## config.mk

```make
export PLATFORM = sky130hd
export DESIGN_NAME = uart_rx_ctrl
export DESIGN_NICKNAME = d
export VERILOG_FILES = /design/src/rtl/uart_rx_ctrl_pkg.sv /design/src/rtl/uart_rx_ctrl_fifo.sv /design/src/rtl/uart_rx_ctrl.sv
export SDC_FILE = /design/constraint.sdc
export NUM_CORES = 1
export LEC_CHECK = 0
export BUFFER_PORTS_ARGS = -buffer_cell sky130_fd_sc_hd__buf_2
export CELL_PAD_IN_SITES_DETAIL_PLACEMENT = 2
export CELL_PAD_IN_SITES_GLOBAL_PLACEMENT = 2
export CORE_MARGIN = 4
export CORE_UTILIZATION = 47
export CTS_CLUSTER_SIZE = 12
export DETAILED_ROUTE_END_ITERATION = 6
export PLACE_DENSITY = 0.83
export SLEW_MARGIN = 25
export SYNTH_ARGS = -nofsm -noshare
export SYNTH_HDL_FRONTEND = slang
export SYNTH_HIERARCHICAL = 1
export SYNTH_SLANG_ARGS = --single-unit
```

## constraint.sdc

```tcl
create_clock -name clk -period 3.7 [get_ports clk]
set_input_delay 0 -clock clk [delete_from_list [all_inputs] [get_ports clk]]
set_output_delay 0 -clock clk [all_outputs]
set_load 0.01 [all_outputs]
```

## src/rtl/uart_rx_ctrl_pkg.sv

```systemverilog
// Shared types and entry layout for the UART receive controller.
// The FIFO entry packs the data byte with its parity and framing status bits.
package uart_rx_ctrl_pkg;

  typedef enum logic [2:0] {
    IDLE      = 3'd0,
    WAIT_STOP = 3'd1,
    SAMPLE    = 3'd2,
    COMMIT    = 3'd3,
    CLEAR     = 3'd4
  } rx_state_e;

  localparam int ENTRY_W  = 10;
  localparam int DATA_LSB = 0;
  localparam int PERR_BIT = 8;
  localparam int FERR_BIT = 9;

  function automatic logic [ENTRY_W-1:0] packEntry(input logic [7:0] data,
                                                   input logic perr,
                                                   input logic ferr);
    logic [ENTRY_W-1:0] e;
    e = '0;
    e[DATA_LSB +: 8] = data;
    e[PERR_BIT]      = perr;
    e[FERR_BIT]      = ferr;
    return e;
  endfunction

endpackage

```

## src/rtl/uart_rx_ctrl_fifo.sv

```systemverilog
// Status-tagged receive FIFO with show-ahead read port.
// The pointers carry one extra wrap bit, so a full FIFO and an empty FIFO can be told apart.
module uart_rx_ctrl_fifo
  import uart_rx_ctrl_pkg::*;
#(
  parameter int DEPTH = 16,
  parameter int AW    = 4
) (
  input  logic               clk,
  input  logic               reset_n,
  input  logic               push_i,
  input  logic               pop_i,
  input  logic [ENTRY_W-1:0] wdata_i,
  output logic [ENTRY_W-1:0] rdata_o,
  output logic               empty_o,
  output logic               full_o,
  output logic               push_ok_o,
  output logic [AW:0]        level_o
);

  logic [ENTRY_W-1:0] mem_q [DEPTH];
  logic [AW:0]        wptr_q;
  logic [AW:0]        rptr_q;
  logic               doPush;
  logic               doPop;

  assign empty_o   = (wptr_q == rptr_q);
  assign full_o    = (wptr_q[AW] != rptr_q[AW]) && (wptr_q[AW-1:0] == rptr_q[AW-1:0]);
  assign doPop     = pop_i && !empty_o;
  // A pop in the same cycle frees a slot, so a push into a full FIFO still lands.
  assign doPush    = push_i && (!full_o || doPop);
  assign push_ok_o = doPush;

  always_ff @(posedge clk) begin
    if (!reset_n) begin
      wptr_q <= '0;
      rptr_q <= '0;
      for (int i = 0; i < DEPTH; i++) mem_q[i] <= '0;
    end else begin
      if (doPush) begin
        mem_q[wptr_q[AW-1:0]] <= wdata_i;
        wptr_q                <= wptr_q + 1'b1;
      end
      if (doPop) rptr_q <= rptr_q + 1'b1;
    end
  end

  assign rdata_o = mem_q[rptr_q[AW-1:0]];
  assign level_o = wptr_q - rptr_q;

endmodule

```

## src/rtl/uart_rx_ctrl.sv

```systemverilog
// Receive controller: stages each UART byte until its stop bit resolves, tags it, and queues it for the host.
// Optional macro UART_RX_CTRL_THRESH_IRQ_EN adds a level-threshold / idle-timeout interrupt.
module uart_rx_ctrl
  import uart_rx_ctrl_pkg::*;
#(
  parameter int DEPTH    = 16,
  parameter int AW       = 4,
  parameter int STOP_TMO = 1023
) (
  input  logic        clk,
  input  logic        reset_n,
  input  logic        rx_fifo_write_n,
  input  logic [7:0]  rx_byte,
  input  logic        rx_parity_err,
  input  logic        rx_framing_err,
  input  logic        rx_stop_strobe,
  output logic        rx_read_byte,
  output logic        rx_clear_parity,
  output logic        rx_clear_framing,
  input  logic        host_rd,
  input  logic        host_clr_ovf,
  output logic [7:0]  host_data,
  output logic        host_perr,
  output logic        host_ferr,
  output logic        rx_ready,
  output logic        fifo_full,
  output logic        overflow,
  output logic [AW:0] level,
`ifdef UART_RX_CTRL_THRESH_IRQ_EN
  input  logic [AW:0] irq_thresh,
  input  logic        irq_tmo_en,
`endif
  output logic        rx_irq
);

  localparam int TW = $clog2(STOP_TMO + 1);
  localparam logic [TW-1:0] TMO_LAST = TW'(STOP_TMO - 1);

  rx_state_e          state_q, state_d;
  logic [ENTRY_W-1:0] stage_q, stage_d;
  logic [TW-1:0]      tmo_q, tmo_d;
  logic               ovf_q, ovf_d;
  logic               irq_q, irqNext;
  logic               pushReq;
  logic               pushOk;
  logic               lostByte;
  logic               fifoEmpty;
  logic [ENTRY_W-1:0] head;

  always_ff @(posedge clk) begin
    if (!reset_n) begin
      state_q <= IDLE;
      stage_q <= '0;
      tmo_q   <= '0;
      ovf_q   <= 1'b0;
      irq_q   <= 1'b0;
    end else begin
      state_q <= state_d;
      stage_q <= stage_d;
      tmo_q   <= tmo_d;
      ovf_q   <= ovf_d;
      irq_q   <= irqNext;
    end
  end

  always_comb begin
    state_d          = state_q;
    stage_d          = stage_q;
    tmo_d            = tmo_q;
    pushReq          = 1'b0;
    lostByte         = 1'b0;
    rx_read_byte     = 1'b0;
    rx_clear_parity  = 1'b0;
    rx_clear_framing = 1'b0;
    case (state_q)
      IDLE: ;
      WAIT_STOP: begin
        tmo_d = tmo_q + 1'b1;
        if (rx_stop_strobe) begin
          state_d = SAMPLE;
        end else if (tmo_q == TMO_LAST) begin
          stage_d[FERR_BIT] = 1'b1;
          state_d           = COMMIT;
        end
      end
      // Framing status settles one cycle after the stop strobe, so it is read here.
      SAMPLE: begin
        stage_d[FERR_BIT] = rx_framing_err;
        state_d           = COMMIT;
      end
      COMMIT: begin
        pushReq = 1'b1;
        state_d = CLEAR;
      end
      CLEAR: begin
        rx_read_byte     = 1'b1;
        rx_clear_parity  = 1'b1;
        rx_clear_framing = 1'b1;
        state_d          = IDLE;
      end
      default: state_d = IDLE;
    endcase
    // A new byte always wins; any byte still in flight is lost.
    if (!rx_fifo_write_n) begin
      stage_d  = packEntry(rx_byte, rx_parity_err, 1'b0);
      tmo_d    = '0;
      state_d  = WAIT_STOP;
      pushReq  = 1'b0;
      lostByte = (state_q != IDLE);
    end
  end

  always_comb begin
    ovf_d = ovf_q;
    if (host_clr_ovf) ovf_d = 1'b0;
    if (lostByte || (pushReq && !pushOk)) ovf_d = 1'b1;
  end

  uart_rx_ctrl_fifo #(
    .DEPTH(DEPTH),
    .AW   (AW)
  ) u_fifo (
    .clk      (clk),
    .reset_n  (reset_n),
    .push_i   (pushReq),
    .pop_i    (host_rd),
    .wdata_i  (stage_q),
    .rdata_o  (head),
    .empty_o  (fifoEmpty),
    .full_o   (fifo_full),
    .push_ok_o(pushOk),
    .level_o  (level)
  );

  assign rx_ready  = !fifoEmpty;
  assign host_data = head[DATA_LSB +: 8];
  assign host_perr = head[PERR_BIT];
  assign host_ferr = head[FERR_BIT];
  assign overflow  = ovf_q;
  assign rx_irq    = irq_q;

`ifdef UART_RX_CTRL_THRESH_IRQ_EN
  localparam int IDLE_LIM = 4 * STOP_TMO;
  localparam int IW       = $clog2(IDLE_LIM + 1);
  localparam logic [AW:0] THRESH_MIN = 1;

  logic [IW-1:0] idle_q;
  logic [AW:0]   thresh;
  logic          activity;

  assign thresh   = (irq_thresh == '0) ? THRESH_MIN : irq_thresh;
  assign activity = pushOk || (host_rd && rx_ready);

  // Counts quiet cycles while data sits unread; saturates at the timeout limit.
  always_ff @(posedge clk) begin
    if (!reset_n) begin
      idle_q <= '0;
    end else if (activity || !rx_ready) begin
      idle_q <= '0;
    end else if (idle_q != IW'(IDLE_LIM)) begin
      idle_q <= idle_q + 1'b1;
    end
  end

  assign irqNext = (level >= thresh) || (irq_tmo_en && rx_ready && (idle_q == IW'(IDLE_LIM)));
`else
  assign irqNext = rx_ready;
`endif

endmodule

```

### Yosys cells after proc, flatten, opt, wreduce, memory -nomap -nowiden

Memory sizes are Yosys's and may differ from the RTL's. A register that Yosys moved wholly into a read port is not among the register bits.
Cells that the tools add are included.

| word-level totals | value |
|---|---|
| bits in registers | 35 |
| memory bits (writable) | 160 |
| input port bits | 16 |
| output and inout port bits | 22 |
| word-level logic and storage cells | 68 |
| memories kept | 1 |

| cells by class | value |
|---|---|
| add/subtract/negate cells | 4 |
| eq/ne operators | 13 |
| multiplexer cells | 22 |
| bitwise operators | 1 |
| reduce and logical (&&, ||, !) cells | 18 |

Memories:

| name | depth | width | rd ports | clocked after Yosys merged registers in | write ports | RTL line | RTL |
|---|---|---|---|---|---|---|---|
| u_fifo.mem_q | 16 | 10 | 1 | 1 | 16 | uart_rx_ctrl_fifo.sv:21 | `logic [ENTRY_W-1:0] mem_q [DEPTH];` |

Operators by type and width:

| operator | number |
|---|---|
| $mux W1 | 14 |
| $mux W4 | 3 |
| $pmux W3 S4 | 1 |
| $add A10 B1 Y10 const B | 1 |
| $add A5 B1 Y5 const B | 2 |
| $eq A10 B10 Y1 const B | 1 |
| $mux W10 | 1 |
| $reduce_or A10 Y1 | 1 |
| $eq A3 B2 Y1 const B | 2 |
| $mux W3 | 2 |
| $ne A2 B2 Y1 const B | 3 |
| $reduce_and A2 Y1 | 3 |
| $eq A5 B5 Y1 | 1 |
| $sub A5 B5 Y5 | 1 |
| $eq A4 B4 Y1 | 1 |
| $logic_and A1 B1 Y1 | 4 |
| $ne A4 B4 Y1 const B | 1 |
| $reduce_bool A2 Y1 | 2 |
| $eq A3 B1 Y1 const B | 1 |
| $eq A3 B3 Y1 const B | 1 |
| $logic_not A1 Y1 | 3 |
| $logic_not A3 Y1 | 1 |
| $ne A3 B3 Y1 const B | 1 |
| $reduce_and A3 Y1 | 1 |
| 5 further kinds | 6 |

### Depth between registers and ports, before layout

Gate-level depths: netlist of the first run.

| depth | value |
|---|---|
| depth after elaboration | 10 |
| gate-level depth with buffers | 8 |
| mapped depth without buffers | 8 |

### Modules after synthesis

Netlist of the first run, hierarchy kept.

By module, submodules not included:

| module | instances | cells each | area each (um^2) | seq. area each (um^2) |
|---|---|---|---|---|
| uart_rx_ctrl_fifo | 1 | 589 | 7892.6 | 5084.9 |
| uart_rx_ctrl | 1 | 124 | 1152.4 | 500.5 |

### Worst setup path after synthesis of the first run

Ideal clock, no wire load.

| timing | value |
|---|---|
| path kind | register -> register |
| start point | register u_fifo.wptr_q[0] |
| end point | memory u_fifo.mem_q[14][0] (enable) |
| setup time | 0.391 ns |
| data arrival time | 2.137 ns |
| required time | 3.309 ns |
| path slack | 1.172 ns |
| cell stages (with the launch flop) | 8 |
| buffers on the path | 1 |
| period minus slack after synthesis | 2.528 ns |
| cells stage by stage | dfxtp_1 inv_1 ha_1 nand4_2 or3_1 buf_2 nand3_1 o21ai_0 |

RTL lines:

| what | RTL line | RTL |
|---|---|---|
| start: declaration | uart_rx_ctrl_fifo.sv:22 | `logic [AW:0] wptr_q;` |
| start signal: assignment | uart_rx_ctrl_fifo.sv:42 | `wptr_q <= wptr_q + 1'b1;` |
| end: declaration | uart_rx_ctrl_fifo.sv:21 |  |

==> metrics.txt, run 1 <==
result of the run=finished, final reports clean; final cell count without fillers=around 1000; Clk network pwr share=between 40% and 50%; top cell type's share of synthesized area=between 50% and 60%; Critical Path Sink Type=flip-flop; layout overhead on the synthesized area=12.6%; number of instances in the synthesized netlist=roughly 700; reported max-cap violation count=0; required time reported for the critical path endpoint=around 4 ns; Arrival @ worst endpoint=about 3.3 ns; Netlist Area Pre-Place=0.00904 sq mm; commonest non-fill, non-tap cells in the layout=nor2_1, edfxtp_1, nand3_1, mux4_2; Layout Cell Area excl Fill=between 0.01 and 0.015 sq mm; Detailed Route Iter0 Violations=616; final setup violating endpoints=0; post-layout minimum cycle time=approximately 3 ns; standard-cell rows=50; switching power as a share of total power=between 20% and 30%; commonest non-fill, non-tap cell in the layout=nor2_1; count of cells resized by post-cts repair=0; Post-synth EDFFs=160; dominant cell type by area after synthesis=edfxtp_1; total global routing track utilization=between 20% and 30%; post-synthesis async set-or-reset flop share=0%; Clk pin slew, worst setup/hold paths=approximately 0.08 ns; class of the worst hold path=primary input to flip-flop; vertical die dimension=147 um; WS Path Type=flip-flop to flip-flop; post-place instance area=roughly 0.0095 sq mm; worst rel slew slack=approximately 28%; Pwr Density=roughly 450 mW/mm^2; Tightest Pin Transition=~1.1 ns; DRC=0; core area=0.0188 sq mm; DR pass1 iterations=4; count of distinct cell types in the synthesized netlist=50; sequential element share of the synthesized area=61.8%; power dissipated by switching net loads=roughly 1.1 mW; final estimated routing congestion in global placement=about 0.83; Max Slew Vio Count=0; Max clock buf depth=2; Clock Skews=between 0.008 and 0.009 ns; root buffer cell=clkbuf_16; Nets=between 700 and 800; Worst Path Max Fanout=25; via count of the first global-routing pass=just over 7000; clock tree sinks=a little under 200; minimum setup slack after placement=just over 0.8 ns; share of power burned in registers=around 55%; number of nets produced by synthesis=~740; accumulated negative setup slack=0 ns; Worst Slack Setup Final=0.718 ns; number of antenna violations at the first check in global routing=0; unrepaired setup endpoints after global routing=no; Max Freq=~0.34 GHz; Skew-Pair Late Insertion Delay=0.44 ns; worst-case vdd ir drop=roughly 0.0003 V; I/O pin count=38; filler cell count in the final layout=about 1800; H-Tree Depth=4; predominant post-synthesis flop cell=edfxtp_1; maximum number of pins on one net before global-route repair=43; logic gate share of total power=~4.5%; combined area of the multi-input logic cells=around 0.0031 sq mm; top post-synthesis cells by area=edfxtp_1, mux4_2, dfxtp_1; final wirelength=a little over 30 mm; die outline area=approximately 0.022 sq mm; average routed wire per standard cell=about 30 um; instance count after placement with tap cells included=around 1000; internal power=~3.5 mW; number of nets still failing antenna checks after routing=0; number of diodes added for antenna fixing=0; period utilisation layout=about 80%; flip-flop and latch count after synthesis=slightly below 200; clock tree from TritonCTS=done; fraction of layout cells with a size suffix above 1=between 10% and 20%; first-pass GRT wire length=~46 mm; DR vias=~6400; Pleak=between 3 and 4 nW; number of warnings reported in the yosys synthesis log=6; area taken by flip-flops and latches=about 0.0056 sq mm; Hold Vio Cnt, Final=0; total congestion overflow=0; total CTS buffers=17; Worst Setup Start Kind=flip-flop; hpwl dp=~19 mm; vias per cell=slightly above 6; die span in x=147 um; IO buf count=37; Starting Density=around 48%; mean post-synth cell area=about 13 sq um
stage by stage:
step | util, % | power [mW] | hold WS, ns
5_1_grt | 54.1 | 4.75 | 0.0771
6_report | 54.1 | 4.60 | 0.0256
3_3_place_gp | 50.3 | 2.75 | 0.253
4_1_cts | 54.1 | 4.61 | 0.00190
2_1_floorplan | - | 2.67 | 0.128
3_5_place_dp | 50.3 | 2.77 | 0.284
state kept, by name, summed over array words and instances, names as in the netlist, named ones only:
register,count
u_fifo/mem_q,160
stage_q,10
tmo_q,10
u_fifo/rptr_q,5
u_fifo/wptr_q,5
state_q,3
overflow,1
rx_irq,1
worst max-delay path, stage by stage (launching register included):
cell and delay, ns:
dfxtp_1 0.56, ha_1 0.37, nand4_2 0.23, or3_1 0.37
nand3_2 0.64, buf_4 0.43, nor2_1 0.19
synth_stat cells, types with 3 or more instances:
master,number
nor2_1,173
edfxtp_1,160
nand3_1,49
mux4_2,40
dfxtp_1,39
o21ai_0,21
a22oi_1,20
buf_4,19
nand2_1,19
inv_1,18
a21oi_1,16
nor2b_1,16
clkbuf_1,15
ha_1,11
mux2i_1,11
buf_1,8
xnor2_1,7
buf_2,6
and2_1,4
nand3_2,4
nand4_1,4
o31ai_1,4
or3_1,4
or4_1,4
a211oi_1,3
a21o_1,3
and4_1,3
nand2b_1,3
nor3b_1,3
xor2_1,3
cell families after synthesis:
logic type / Yosys count / share of synthesized area, %
flip-flops: 199 / 61.8
adder cells (fa/ha/maj): 12 / 1.74
buffers and inverters: 68 / 3.80
multiplexers: 51 / 11.2
XOR/XNOR: 11 / 1.15
AO/OA/AOI/OAI: 75 / 5.31
AND/OR/NAND/NOR: 297 / 15.1
final timing paths:
check,startpoint,end,slack [ns],cells past startpoint
worst max-delay path,u_fifo/wptr_q[2],u_fifo/mem_q[12][7],0.72,6
worst min-delay path,rx_fifo_write_n,state_q[0],0.03,2
worst max register to register,u_fifo/wptr_q[2],u_fifo/mem_q[12][7],0.72,6
worst min register to register,tmo_q[9],tmo_q[9],0.49,2
area by class of cell:
| class | instances | area share [%] |
|---|---|---|
| Sequential cell | 199 | 54.9 |
| Multi-Input combinational cell | 446 | 30.6 |
| Timing Repair Buffer | 74 | 4.99 |
| Clock buffer | 20 | 4.60 |
| Tap cell | 260 | 3.20 |
| Clock inverter | 12 | 1.01 |
| Inverter | 19 | 0.701 |
per-layer routing:
metal	up-vias	track usage, %	wire (um)
met5	-	0	0
met4	0	12.2	1130
met3	59	5.55	2020
met2	298	49.9	15700
met1	3351	36.4	11700
li1	2696	-	-
power by group through the flow:
stage                     combinational (mW)  sequential, mW  clock [mW]
after global placement                 0.180            2.57           0
after global routing                   0.220            2.54        1.99
after floorplan                        0.114            2.55           0
after detailed placement               0.190            2.58           0
final                                  0.207            2.53        1.86
after CTS                              0.202            2.53        1.87
what timing repair did:
item,in CTS,in global routing
hold buffers,13,0
endpoints found under the hold margin,12,0
buffers inserted,0,0
Power figures use the tool's default switching activity.
==> run 2, diff against run 1 <==
--- a/config.mk
+++ b/config.mk
@@ -9,10 +9,10 @@
 export CELL_PAD_IN_SITES_DETAIL_PLACEMENT = 2
 export CELL_PAD_IN_SITES_GLOBAL_PLACEMENT = 2
 export CORE_MARGIN = 4
-export CORE_UTILIZATION = 47
+export CORE_UTILIZATION = 39
 export CTS_CLUSTER_SIZE = 12
 export DETAILED_ROUTE_END_ITERATION = 6
-export PLACE_DENSITY = 0.83
+export PLACE_DENSITY = 0.73
 export SLEW_MARGIN = 25
 export SYNTH_ARGS = -nofsm -noshare
 export SYNTH_HDL_FRONTEND = slang
==> constraint.sdc (replaced) <==
create_clock -name clk -period 2.65 [get_ports clk]
set_input_delay 0 -clock clk [delete_from_list [all_inputs] [get_ports clk]]
set_output_delay 0 -clock clk [all_outputs]
set_load 0.01 [all_outputs]
==> run 2 against run 1 <==
Cell area increased by 3.3%. Count of clock-buffer cells in the layout fell by 3. Largest power group unchanged. Highest routed layer unchanged. First-iteration DRC count down 11%. Register-to-register slack got worse by 0.59 ns. Die area up 19%. Sequential power rose by 40%. Fmax is 18% higher. Sequential share of layout area shrank 1.8 points. Power rose by 41%.
==> metrics.txt, run 2 (synthesized netlist as in run 1, its figures left out) <==
reported max-cap violation count=0; via count of the first global-routing pass=between 6000 and 7000; maximum number of pins on one net before global-route repair=just over 40; DR vias=6182; Max clock buf depth=2; number of buffer and inverter stages on the critical path=2; root buffer cell=clkbuf_16; vias per cell=about 5.7; class of the worst hold path=primary input to flip-flop; DRC=0; core area=around 0.023 sq mm; average routed wire per standard cell=roughly 25 um; instance count after placement with tap cells included=1026; post-layout minimum cycle time=2.52 ns; DR pass1 iterations=5; total power after layout=6.47 mW; # Post-CTS Setup Buffers=0; total global routing track utilization=between 20 and 25%; biggest regs=u_fifo/mem_q (160), stage_q (10), tmo_q (10); Hold Vio Cnt, Final=0; filler cell count in the final layout=~2200; total CTS buffers=17; IO buf count=37; commonest non-fill, non-tap cell in the layout=nor2_1; post-place instance area=between 0.009 and 0.01 sq mm; Critical Path Sink Type=flip-flop; area taken by flip-flops and latches=roughly 0.0056 sq mm; Pleak=3.60 nW; final setup violating endpoints=0; clock tree sinks=around 200; Skew-Pair Late Insertion Delay=roughly 0.44 ns; chain of cells forming the critical path=inv_1, ha_1, nand4_2, or3_1, nand3_1, o21ai_0, buf_4; worst rel slew slack=around half; number of nets still failing antenna checks after routing=0; Nets=approximately 810; Worst Setup Start Kind=flip-flop; Max Freq=0.397 GHz; final wirelength=27.5 mm; first-pass GRT wire length=42.6 mm; Worst Path Max Fanout=10; final estimated routing congestion in global placement=about 0.76; I/O pin count=38; fin util=between 40% and 50%; Starting Density=39.8%; worst-case vdd ir drop=between 0.0004 and 0.0005 V; setup slack, reg-to-reg=0.13 ns; combined area of the multi-input logic cells=between 0.003 and 0.004 sq mm; WS Path Type=flip-flop to flip-flop; kind of cell with the highest combined delay on the critical path=simple AND/OR/NAND/NOR gates; Clock Skews=approximately 0.015 ns; number of diodes added for antenna fixing=0; H-Tree Depth=4; cell with the largest stage delay on the worst path=dfxtp_1; largest register by flop count=u_fifo/mem_q; result of the run=finished, final reports clean; period utilisation layout=95.1%; required time reported for the critical path endpoint=roughly 2.8 ns; Arrival @ worst endpoint=around 2.7 ns; Tightest Pin Transition=around 0.75 ns; Layout Cell Area excl Fill=0.0105 sq mm; final cell count without fillers=1082; die outline area=0.0257 sq mm; number of antenna violations at the first check in global routing=0; flip-flop count of the largest register, all copies and words added=160; Max Slew Vio Count=0; Detailed Route Iter0 Violations=around 550; clock tree from TritonCTS=done; Clk pin slew, worst setup/hold paths=around 0.080 ns; standard-cell rows=55; hpwl dp=18.2 mm; highest cell delay on the worst timing path=between 0.4 and 0.5 ns; total congestion overflow=0; Pwr Density=between 600 and 700 mW/mm^2; layout overhead on the synthesized area=16.3%; fraction of layout cells with a size suffix above 1=around a fifth; die span in x=160 um; commonest non-fill, non-tap cells in the layout=nor2_1, edfxtp_1, nand3_1, mux4_2, buf_2; vertical die dimension=roughly 160 um
-- run 2: changes by cell type in the layout (fill, tap and decap cells not counted), moves of 2 or more --
cell	before	now
buf_12	1	5
buf_4	23	35
bufinv_16	0	2
clkinvlp_4	0	3
dlygate4sd3_1	13	24
-- run 2: through the flow --
stage          setup slack (ns)  TNS (ns)  hold slack (ns)
2_1_floorplan             0.122         0            0.128
3_3_place_gp              0.405         0            0.253
3_5_place_dp              0.221         0            0.270
4_1_cts                   0.109         0           0.0269
5_1_grt                 -0.0259    -0.202           0.0697
6_report                  0.131         0           0.0446
-- run 2: per-layer routing --
metal,part of all wire (%),vias to the layer above,wire length (um),GRT usage (%)
met5,0,-,0,0
met4,2.3,0,642,6.34
met3,3.6,35,991,3.67
met2,52,140,14200,38.5
met1,42,3255,11700,28.3
li1,-,2752,-,-
-- run 2: where the power goes --
| part | internal (mW) | leakage, nW | total [mW] | switching, mW |
|---|---|---|---|---|
| sequential | 3.47 | 1.94 | 3.53 | 0.0672 |
| clock | 1.41 | 0.281 | 2.64 | 1.23 |
| combinational | 0.128 | 1.39 | 0.300 | 0.171 |
-- run 2: path summary, 6_finish.rpt --
path                            cells past startpoint        startpoint                   to
worst max register to register                      7  u_fifo/rptr_q[1]  u_fifo/mem_q[13][0]
worst min register to register                      2          tmo_q[9]             tmo_q[9]
worst max-delay path                                7  u_fifo/rptr_q[1]  u_fifo/mem_q[13][0]
worst min-delay path                                4           host_rd     u_fifo/wptr_q[1]
-- run 2: repair_timing --
| item | CTS | global route |
|---|---|---|
| endpoints found under the setup margin | 0 | 15 |
| gates resized for setup | 0 | 2 |
| hold buffers | 24 | 0 |
| hold endpoints to repair | 15 | 0 |
-- run 2: area by class of cell --
class / count / share of cell area (%)
Clock inverter: 15 / 1.56
Multi-Input combinational cell: 446 / 29.7
Clock buffer: 17 / 4.04
Sequential cell: 199 / 53.1
Inverter: 19 / 0.678
Tap cell: 285 / 3.39
Timing Repair Buffer: 101 / 7.49
-- run 2: worst register-to-register path, cell delays in order, from the launching register on --
cell and delay, ns:
dfxtp_1 0.44, inv_1 0.09, ha_1 0.32, nand4_2 0.12, or3_1 0.35, nand3_1 0.30, o21ai_0 0.32, buf_4 0.27
==> run 3, diff against run 2 <==
==> constraint.sdc (replaced) <==
create_clock -name clk -period 2 [get_ports clk]
set_input_delay 0 -clock clk [delete_from_list [all_inputs] [get_ports clk]]
set_output_delay 0 -clock clk [all_outputs]
set_load 0.01 [all_outputs]
==> run 3 against run 2 <==
The flow now finishes with violations (setup timing). Cell area rose by 30%. First-iteration DRC count rose by 33%. Fmax rose by 12%. Sequential share of layout area fell by 12 points. Worst setup slack got worse by 0.39 ns. Critical path depth rose by 3. Count of clock-buffer cells in the layout rose by 1. Global-route usage rose by 10 points. Critical path type unchanged. Largest power group unchanged.
==> metrics.txt, run 3 (synthesized netlist as in run 1, its figures left out) <==
share of power burned in registers=around 52%; switching power as a share of total power=between 20% and 30%; Clock Skews=0.0162 ns; reported max-cap violation count=0; highest cell delay on the worst timing path=between 0.3 and 0.4 ns; fraction of layout cells with a size suffix above 1=54.9%; kind of cell with the highest combined delay on the critical path=buffers and inverters; power dissipated by switching net loads=about 2.5 mW; Pleak=around 4.3 nW; first-pass GRT wire length=between 50 and 60 mm; Clk pin slew, worst setup/hold paths=about 0.09 ns; Starting Density=about two fifths; chain of cells forming the critical path=inv_1, ha_4, nand4_4, buf_6, buf_8, o311ai_4, buf_6, buf_6, o21ai_4, clkbuf_16; Detailed Route Iter0 Violations=between 700 and 800; Max clock buf depth=2; clock tree from TritonCTS=done; final estimated routing congestion in global placement=0.800; Worst Path Max Fanout=6; biggest regs=u_fifo/mem_q (160), stage_q (10), tmo_q (10); grt met2 use=between 50% and 60%; largest register by flop count=u_fifo/mem_q; Max Freq=0.443 GHz; area taken by flip-flops and latches=approximately 0.0056 sq mm; required time reported for the critical path endpoint=approximately 2.2 ns; IO buf count=37; Max Slew Vio Count=0; Skew-Pair Late Insertion Delay=about 0.47 ns; standard-cell rows=55; class of the worst hold path=primary input to flip-flop; layout overhead on the synthesized area=51.0%; Crit path top cell by count=buf_6; WS Path Type=flip-flop to flip-flop; Clk network pwr share=roughly two fifths; hpwl dp=19.4 mm; failing checks=setup timing; maximum number of pins on one net before global-route repair=30; Hold Vio Cnt, Final=0; core area=between 0.02 and 0.025 sq mm; vertical die dimension=approximately 160 um; total CTS buffers=17; number of diodes added for antenna fixing=0; Worst Slack Setup Final=-0.257 ns; total global routing track utilization=between 30% and 40%; Top Usage Layer GRT=met2; Pwr Density=about 660 mW/mm^2; total congestion overflow=0; internal power=between 6 and 7 mW; period utilisation layout=113%; post-route worst hold slack=0.112 ns; I/O pin count=38; Worst Setup Start Kind=flip-flop; root buffer cell=clkbuf_16; combined area of the multi-input logic cells=just under 0.005 sq mm; filler cell count in the final layout=1929; die span in x=around 160 um; flip-flop count of the largest register, all copies and words added=160; vias per cell=6.49; Arrival @ worst endpoint=2.50 ns; average routed wire per standard cell=around 41 um; via count of the first global-routing pass=just under 8000; number of buffer and inverter stages on the critical path=6; final setup violating endpoints=about 330; die outline area=about 0.026 sq mm; total power after layout=roughly 9 mW; cell with the largest stage delay on the worst path=dfxtp_2; Tightest Pin Transition=~1.1 ns; clock tree sinks=between 150 and 200; DR pass1 iterations=5; logic gate share of total power=under 10%; H-Tree Depth=4; worst rel slew slack=~29%; number of nets still failing antenna checks after routing=0; GRT met1 Usage=40.6%; result of the run=finished with violations; DRC=0; final wirelength=around 47 mm; worst-case vdd ir drop=about 0.00058 V; post-layout minimum cycle time=between 2 and 2.5 ns; number of antenna violations at the first check in global routing=1; commonest non-fill, non-tap cell in the layout=edfxtp_1; Nets=between 800 and 900; Critical Path Sink Type=flip-flop; met3 Usage GRT=4.90%; unrepaired setup endpoints after global routing=yes; commonest non-fill, non-tap cells in the layout=edfxtp_1, nor2_4, buf_4, nand3_1, mux4_2; accumulated negative setup slack=-42.17 ns; DR vias=about 7600
## run 3: changes by cell type in the layout (fill, tap and decap cells not counted), moves of 16 or more
| cell | delta |
|---|---|
| nor2_1 | -154 |
| nor2_4 | +146 |
| buf_12 | +32 |
| o21ai_4 | +26 |
| buf_6 | +25 |
| a22oi_1 | -19 |
| a22oi_2 | +19 |
| o21ai_0 | -16 |
## run 3: per-layer routing
layer	wire [um]	vias to the layer above	share of wire (%)
met5	19	-	0.040
met4	2420	2	5.1
met3	3520	137	7.4
met2	23400	424	49
met1	17900	4033	38
li1	-	2959	-
## run 3: final cells by class
| cell class | count | area share, % |
|---|---|---|
| clock buffers | 18 | 3.30 |
| clock inverters | 14 | 0.953 |
| inverters | 19 | 0.541 |
| multi-input cells | 457 | 36.1 |
| flip-flops and latches | 199 | 41.0 |
| well taps | 285 | 2.61 |
| repair buffers | 172 | 15.5 |
## run 3: path summary, 6_finish.rpt
path,startpoint,to,slack (ns),cells past startpoint
hold / removal,host_rd,u_fifo/rptr_q[2],0.11,4
setup reg to reg,u_fifo/rptr_q[1],u_fifo/mem_q[7][0],-0.26,10
setup / recovery,u_fifo/rptr_q[1],u_fifo/mem_q[7][0],-0.26,10
hold reg to reg,tmo_q[9],tmo_q[9],0.52,2
## run 3: metrics by stage
step | utilization (%) | area, sq um | setup slack (ns) | std cells
4_1_cts | 55.8 | 12700 | -0.207 | 1152
5_1_grt | 60.1 | 13700 | -0.328 | 1164
3_5_place_dp | 44.1 | 10000 | -0.277 | 1043
3_3_place_gp | 44.1 | 10000 | -0.139 | 1043
6_report | 60.1 | 13700 | -0.257 | 1164
2_1_floorplan | - | 9150 | -0.159 | 713
## run 3: power groups by stage
stage | registers [mW] | clock network [mW] | logic (mW)
after floorplan | 4.72 | 0 | 0.221
after global placement | 4.75 | 0 | 0.355
after detailed placement | 4.77 | 0 | 0.375
after global routing | 4.72 | 3.85 | 0.673
after CTS | 4.68 | 3.48 | 0.560
final | 4.71 | 3.70 | 0.655
## run 3: tightest hold or removal path, delay by kind of cell
family | cells | cell delay (ns)
XOR/XNOR | 1 | 0.14
AND/OR/NAND/NOR | 1 | 0.05
buffers and inverters | 1 | 0.21
AO/OA/AOI/OAI | 1 | 0.14
## run 3: what timing repair did
action,CTS,global route
setup endpoints to repair,321,347
pin swaps,67,119
gates cloned,31,7
resized for setup,214,281
hold buffers,12,0
setup buffers,35,26
hold endpoints to repair,13,0
